--- src/rtl/uart_result_tx_if.sv ---
// Handshake and serial-line bundle between the calculator datapath and the
// result transmitter.
interface uart_result_tx_if #(
    parameter int RES_W = 24
);
    logic             start;
    logic [RES_W-1:0] result;
    logic             is_signed;
    logic             busy;
    logic             done;
    logic             txd;

    modport master (output start, result, is_signed, input busy, done, txd);
    modport slave  (input start, result, is_signed, output busy, done, txd);
endinterface

--- src/rtl/uart_result_tx.sv ---
// Serialises a result word on txd as ASCII hex: optional '-', NDIG digits
// (MS nibble first, leading zeros kept), CR, LF; 8N1, LSB first.
module uart_result_tx #(
    parameter int CLKS_PER_BIT = 16,
    parameter int RES_W        = 24
) (
    input  logic              clk,
    input  logic              rst,
    uart_result_tx_if.slave   bus
);
    localparam int NDIG   = RES_W / 4;
    localparam int BAUD_W = (CLKS_PER_BIT > 1) ? $clog2(CLKS_PER_BIT) : 1;
    localparam int IDX_W  = $clog2(NDIG + 3);
    localparam logic [BAUD_W-1:0] BAUD_LAST = BAUD_W'(CLKS_PER_BIT - 1);
    localparam logic [IDX_W-1:0]  IDX_CR    = IDX_W'(NDIG + 1);
    localparam logic [IDX_W-1:0]  IDX_LAST  = IDX_W'(NDIG + 2);

    typedef enum logic [2:0] {S_IDLE, S_LOAD, S_START, S_DATA, S_STOP} state_t;

    state_t            r_state, w_state_next;
    logic [BAUD_W-1:0] r_baud;
    logic [2:0]        r_bit;
    logic [IDX_W-1:0]  r_idx;
    logic [7:0]        r_shift;
    logic [RES_W-1:0]  r_mag;
    logic              r_txd, r_busy, r_done;

    logic              w_baud_end, w_last_char, w_txd_next, w_accept, w_neg;
    logic [RES_W-1:0]  w_mag_in;
    logic [7:0]        w_char;

    function automatic logic [7:0] hex_ascii(input logic [3:0] n);
        return (n < 4'd10) ? (8'h30 + {4'h0, n}) : (8'h57 + {4'h0, n});
    endfunction

    assign w_baud_end  = (r_baud == BAUD_LAST);
    assign w_last_char = (r_idx == IDX_LAST);
    assign w_neg       = bus.is_signed & bus.result[RES_W-1];
    assign w_mag_in    = w_neg ? (~bus.result + RES_W'(1)) : bus.result;

    // Index 0 is the sign slot; unsigned/positive results start at index 1.
    always_comb begin
        w_char = 8'h0A;
        if (r_idx == '0)
            w_char = 8'h2D;
        else if (r_idx == IDX_CR)
            w_char = 8'h0D;
        else if (r_idx == IDX_LAST)
            w_char = 8'h0A;
        else
            w_char = hex_ascii(r_mag[RES_W-1 -: 4]);
    end

    always_ff @(posedge clk) begin
        if (rst) r_state <= S_IDLE;
        else     r_state <= w_state_next;
    end

    // NOTE: every variable here gets a default first so no latch is inferred.
    always_comb begin
        w_state_next = r_state;
        w_txd_next   = 1'b1;
        w_accept     = 1'b0;
        case (r_state)
            S_IDLE: begin
                w_accept = bus.start;
                if (bus.start) w_state_next = S_LOAD;
            end
            S_LOAD:  w_state_next = S_START;
            S_START: begin
                w_txd_next = 1'b0;
                if (w_baud_end) w_state_next = S_DATA;
            end
            S_DATA: begin
                w_txd_next = r_shift[0];
                if (w_baud_end && r_bit == 3'd7) w_state_next = S_STOP;
            end
            S_STOP: begin
                if (w_baud_end) w_state_next = w_last_char ? S_IDLE : S_LOAD;
            end
            default: w_state_next = S_IDLE;
        endcase
    end

    // NOTE: sequential state uses non-blocking assignments so every register
    // sees the pre-edge values of its neighbours.
    always_ff @(posedge clk) begin
        if (rst) begin
            r_baud  <= '0;
            r_bit   <= '0;
            r_idx   <= '0;
            r_shift <= '0;
            r_mag   <= '0;
            r_txd   <= 1'b1;
            r_busy  <= 1'b0;
            r_done  <= 1'b0;
        end else begin
            r_txd  <= w_txd_next;
            r_done <= 1'b0;
            case (r_state)
                S_IDLE: begin
                    r_baud <= '0;
                    r_bit  <= '0;
                    if (w_accept) begin
                        r_mag  <= w_mag_in;
                        r_idx  <= w_neg ? IDX_W'(0) : IDX_W'(1);
                        r_busy <= 1'b1;
                    end
                end
                S_LOAD: begin
                    r_shift <= w_char;
                    r_baud  <= '0;
                    if (r_idx >= IDX_W'(1) && r_idx <= IDX_W'(NDIG))
                        r_mag <= r_mag << 4;
                end
                S_START: r_baud <= w_baud_end ? '0 : r_baud + BAUD_W'(1);
                S_DATA: begin
                    if (w_baud_end) begin
                        r_baud  <= '0;
                        r_shift <= r_shift >> 1;
                        r_bit   <= r_bit + 3'd1;
                    end else begin
                        r_baud <= r_baud + BAUD_W'(1);
                    end
                end
                S_STOP: begin
                    if (w_baud_end) begin
                        r_baud <= '0;
                        if (w_last_char) begin
                            r_busy <= 1'b0;
                            r_done <= 1'b1;
                        end else begin
                            r_idx <= r_idx + IDX_W'(1);
                        end
                    end else begin
                        r_baud <= r_baud + BAUD_W'(1);
                    end
                end
                default: r_baud <= '0;
            endcase
        end
    end

    assign bus.txd  = r_txd;
    assign bus.busy = r_busy;
    assign bus.done = r_done;
endmodule

--- src/flat_wrapper.sv ---
// flat-port wrapper written by rule: the top's interface ports become plain ports
module uart_result_tx_flat 
#(
    parameter int CLKS_PER_BIT = 16,
    parameter int RES_W        = 24
)
  (clk, rst, bus_start, bus_result, bus_is_signed, bus_busy, bus_done, bus_txd);
  uart_result_tx_if #(.RES_W(RES_W)) bus_i ();
  input  logic clk;
  input  logic rst;
  input wire logic [$bits(bus_i.start)-1:0] bus_start;
  input wire logic [$bits(bus_i.result)-1:0] bus_result;
  input wire logic [$bits(bus_i.is_signed)-1:0] bus_is_signed;
  output wire logic [$bits(bus_i.busy)-1:0] bus_busy;
  output wire logic [$bits(bus_i.done)-1:0] bus_done;
  output wire logic [$bits(bus_i.txd)-1:0] bus_txd;
  assign bus_i.start = bus_start;
  assign bus_i.result = bus_result;
  assign bus_i.is_signed = bus_is_signed;
  assign bus_busy = bus_i.busy;
  assign bus_done = bus_i.done;
  assign bus_txd = bus_i.txd;
  uart_result_tx #(.CLKS_PER_BIT(CLKS_PER_BIT), .RES_W(RES_W)) u_core (.clk(clk), .rst(rst), .bus(bus_i));
endmodule
--- config.mk ---
export PLATFORM = sky130hd
export DESIGN_NAME = uart_result_tx_flat
export DESIGN_NICKNAME = d
export VERILOG_FILES = /design/src/rtl/uart_result_tx_if.sv /design/src/rtl/uart_result_tx.sv /design/src/flat_wrapper.sv
export SDC_FILE = /design/constraint.sdc
export NUM_CORES = 1
export LEC_CHECK = 0
export CORE_MARGIN = 4
export CORE_UTILIZATION = 40
export DETAILED_ROUTE_END_ITERATION = 10
export DONT_BUFFER_PORTS = 1
export PLACE_DENSITY = 0.55
export SYNTH_ARGS = -nofsm -noshare
export SYNTH_HDL_FRONTEND = slang
export SYNTH_SLANG_ARGS = --single-unit
--- constraint.sdc ---
create_clock -name clk -period 5.48 [get_ports clk]
set_clock_uncertainty 0.05 [all_clocks]
set_input_delay 1.37 -clock clk [delete_from_list [all_inputs] [get_ports clk]]
set_output_delay 1.37 -clock clk [all_outputs]
set_load 0.1 [all_outputs]
==> results.tsv <==
stage	metric	value	unit
status	status	complete, no violations	
worst_setup_path	Worst Path Required	5.63	ns
global_routing	Global Route Usage Sum	0.171	
power	Max VDD drop	204	µV
hold_path	Hold Crit Class	flop to flop	
hold_path	Worst Min Path Start	u_core.r_mag[4]$_SDFFE_PP0P_	
synth	post-synth top area share	0.321	
route	wire length on met1	3410	µm
clock_tree	CTS Root Cell	clkbuf_8	
clock_tree	Reg clk slew, reported paths	0.10	ns
clock_tree	H-Tree Depth	2	
cells_and_area	final layout net count	395	
global_routing	vias in the first global route	2390	
timing	period utilization	0.538	
clock_tree	clock sink total	48	
timing	Hold WS	0.403	ns
power	Leak	1.11	nW
timing	maximum clock rate	339	MHz
worst_setup_path	Worst path max stage delay	0.61	ns
synth	Syn. warnings	0	
clock_tree	CTS tree	done	
clock_tree	CTS hold repair buffers	0	
placement	Placer Congestion	0.779	
route	via count	2606	
cells_and_area	Fillers	749	
route	met2 wire length	3330	µm
worst_setup_path	critical path's slowest cell	nor4_1	
global_routing	initial antenna violation count	0	
synth	Gate Count Post-Synth	370	
worst_setup_path	CP Data Arrival Time	3.10	ns
hold_path	worst hold endpoint	u_core.r_mag[4]$_SDFFE_PP0P_	
worst_setup_path	Worst R2R Start	u_core.r_state[0]$_SDFFE_PP0P_	
hold_path	Hold Crit Depth	2	
placement	I/O Buffers	0	
cells_and_area	share of cells above drive strength 1	0.0754	
worst_setup_path	CP Capture Type	flop	
synth	FFs w/ async S/R, synth	0	
route	top layer reached by signal wires	met4	
clock_tree	TritonCTS buffer count	5	
synth	top-count cell post-synth	dfxtp_1	
cells_and_area	diode count	0	
worst_setup_path	critical path type	input port to flop	
synth	net count after synthesis	408	
route	ANT nets after route	0	
route	DRT iter0 DRCs	141	
clock_tree	setup bufs post-CTS	0	
global_routing	largest net degree at the start of global routing	45	
floorplan	Boundary Pins	31	
synth	Main synth FF type	dfxtp_1	
clock_tree	CTS max path bufs	2	
power	total chip power	1.16	mW
timing	fin. max-slew vios	0	
global_routing	first-pass GRT wire length	12300	µm
worst_setup_path	FF-to-FF path depth	5	
route	via-per-instance ratio	5.70	
worst_setup_path	CP Cell Sequence	nor4_1 > nand4_1 > o31a_1 > o311ai_2 > nor3_2	
floorplan	site row count	31	
synth	Synth area leader	dfxtp_1	
timing	Setup Viol. Count Final	0	
timing	worst slew pin tran	0.965	ns
clock_tree	CTS resizes	0	
synth	synth cell count leaders	48 x dfxtp_1, 43 x nor2_1, 31 x a21oi_1	
timing	minimum clock period	2.95	ns
floorplan	Die X	94.5	µm
placement	Post-DP HPWL	5090	µm
floorplan	Die Height	94.5	µm
power	PD cells	373	nW/µm²
synth	sequential share of the synthesized area	0.321	
global_routing	grt total ovfl	0	
cells_and_area	Area Growth Syn to Fin	4.48	%
floorplan	die area	8930	µm²
synth	#FFs+latches synth	48	
clock_tree	Clk Latency, worst-skew pair	0.31	ns
worst_setup_path	Max FO, Critical Path	6	
route	DRC viols	0	
timing	RSZ-0062 raised after global routing	false	
worst_setup_path	register-to-register setup slack	3.09	ns
timing	final hold vios	0	
flow_run	count of max-cap constraint violations	0	
route	first-pass iteration count of the detailed router	4	
floorplan	core area	7250	µm²
route	WL/cell	15.7	µm
route	WL met3	315	µm
synth	Post-synth EDFFs	0	
route	Total Wirelength	7170	µm
floorplan	initial core utilization	0.412	
worst_setup_path	critical path launch point type	input port	
timing	setup tns final	0	ns
timing	relative slew slack	0.356	
synth	cell area after synthesis	2990	µm²
synth	Yosys cell types	63	
synth	mean area per synthesized cell	8.09	µm²
worst_setup_path	R2R Path End	u_core.r_mag[22]$_SDFFE_PP0P_	
synth	Area contributors post-synth	dfxtp_1 32%, nor2_1 5.4%, a21oi_1 5.2%, ha_1 4.2%, xnor2_1 3.8%	
==> stage by stage <==
stage,util,cells,cell area (µm²),setup slack [ns]
finish,0.431,457,3130,2.53
global route,0.431,457,3130,2.23
CTS,0.431,457,3130,2.53
detailed placement,0.416,449,3020,2.21
global placement,0.416,449,3020,2.23
floorplan,-,370,2990,2.47
==> placed cells by master, fill, tap and decap left out, types with 4 or more instances in the layout <==
master / Yosys / layout
a211o_1: 5 / 5
a211oi_1: 9 / 9
a21oi_1: 31 / 31
a22oi_1: 4 / 4
a31oi_1: 5 / 5
buf_4: 2 / 4
clkbuf_8: 1 / 5
dfxtp_1: 48 / 48
ha_1: 10 / 10
inv_1: 12 / 12
mux2i_1: 6 / 6
nand2_1: 26 / 26
nand2b_1: 9 / 9
nand3_1: 16 / 16
nor2_1: 43 / 43
nor3_1: 12 / 12
nor3b_1: 4 / 4
nor4_1: 4 / 4
o211ai_1: 6 / 6
o21ai_0: 14 / 14
o31ai_1: 4 / 4
o41ai_1: 8 / 8
xnor2_1: 13 / 13
xor2_1: 11 / 11
==> metal layers <==
layer  global-route usage  up-vias
li1                     -     1321
met1                0.232     1220
met2                0.276       54
met3               0.0343       11
met4               0.0469        0
met5                    0        -
==> state kept, by name (all words and copies together), names as in the netlist <==
register / count
u_core.bus.txd: 1
u_core.bus.busy: 1
u_core.r_shift: 7
u_core.r_bit: 3
u_core.bus.done: 1
u_core.r_baud: 4
u_core.r_state: 3
u_core.r_mag: 24
u_core.r_idx: 4
==> final cells by class <==
type | instances | area [µm²] | share of cell area
clock buffer | 6 | 72.6 | 0.0232
clock inverter | 2 | 35.0 | 0.0112
inverter | 13 | 48.8 | 0.0156
multi-input combinational | 285 | 1850 | 0.593
sequential | 48 | 961 | 0.307
tap | 99 | 124 | 0.0396
timing repair buffer | 4 | 30.0 | 0.00961
==> report_power, final <==
group	leakage [nW]	internal, mW	switching (mW)	total, mW
combinational	0.661	0.170	0.239	0.409
clock	0.0552	0.136	0.122	0.258
sequential	0.393	0.420	0.0775	0.497
total	1.11	0.725	0.439	1.16
==> cell families (layout without fill, tap and decap cells) <==
group           after synthesis  after routing  synth area share
mux                           7              7            0.0238
simple gates                141            141             0.250
compound gates              103            103             0.234
xor+xnor                     24             24            0.0703
buf+inv                      37             25            0.0590
flops                        48             48             0.321
fa+ha+maj                    10             10            0.0418
==> worst max-delay path: cells and delay by family <==
kind	cells	cell delay, ns
compound gates	2	0.68
simple gates	3	1.04
==> worst max path at each step <==
stage / start / end / slack, ns / cells after the start
2_1_floorplan: bus_result[16] / u_core.r_mag[21]$_SDFFE_PP0P_ / 2.47 / 5
5_1_grt: bus_result[1] / u_core.r_mag[22]$_SDFFE_PP0P_ / 2.23 / 7
3_3_place_gp: bus_result[1] / u_core.r_mag[17]$_SDFFE_PP0P_ / 2.23 / 5
3_5_place_dp: bus_result[0] / u_core.r_mag[22]$_SDFFE_PP0P_ / 2.21 / 7
4_1_cts: bus_result[0] / u_core.r_mag[22]$_SDFFE_PP0P_ / 2.53 / 7
6_report: bus_result[1] / u_core.r_mag[21]$_SDFFE_PP0P_ / 2.53 / 5
No activity file was read; power rests on OpenSTA's default activity.
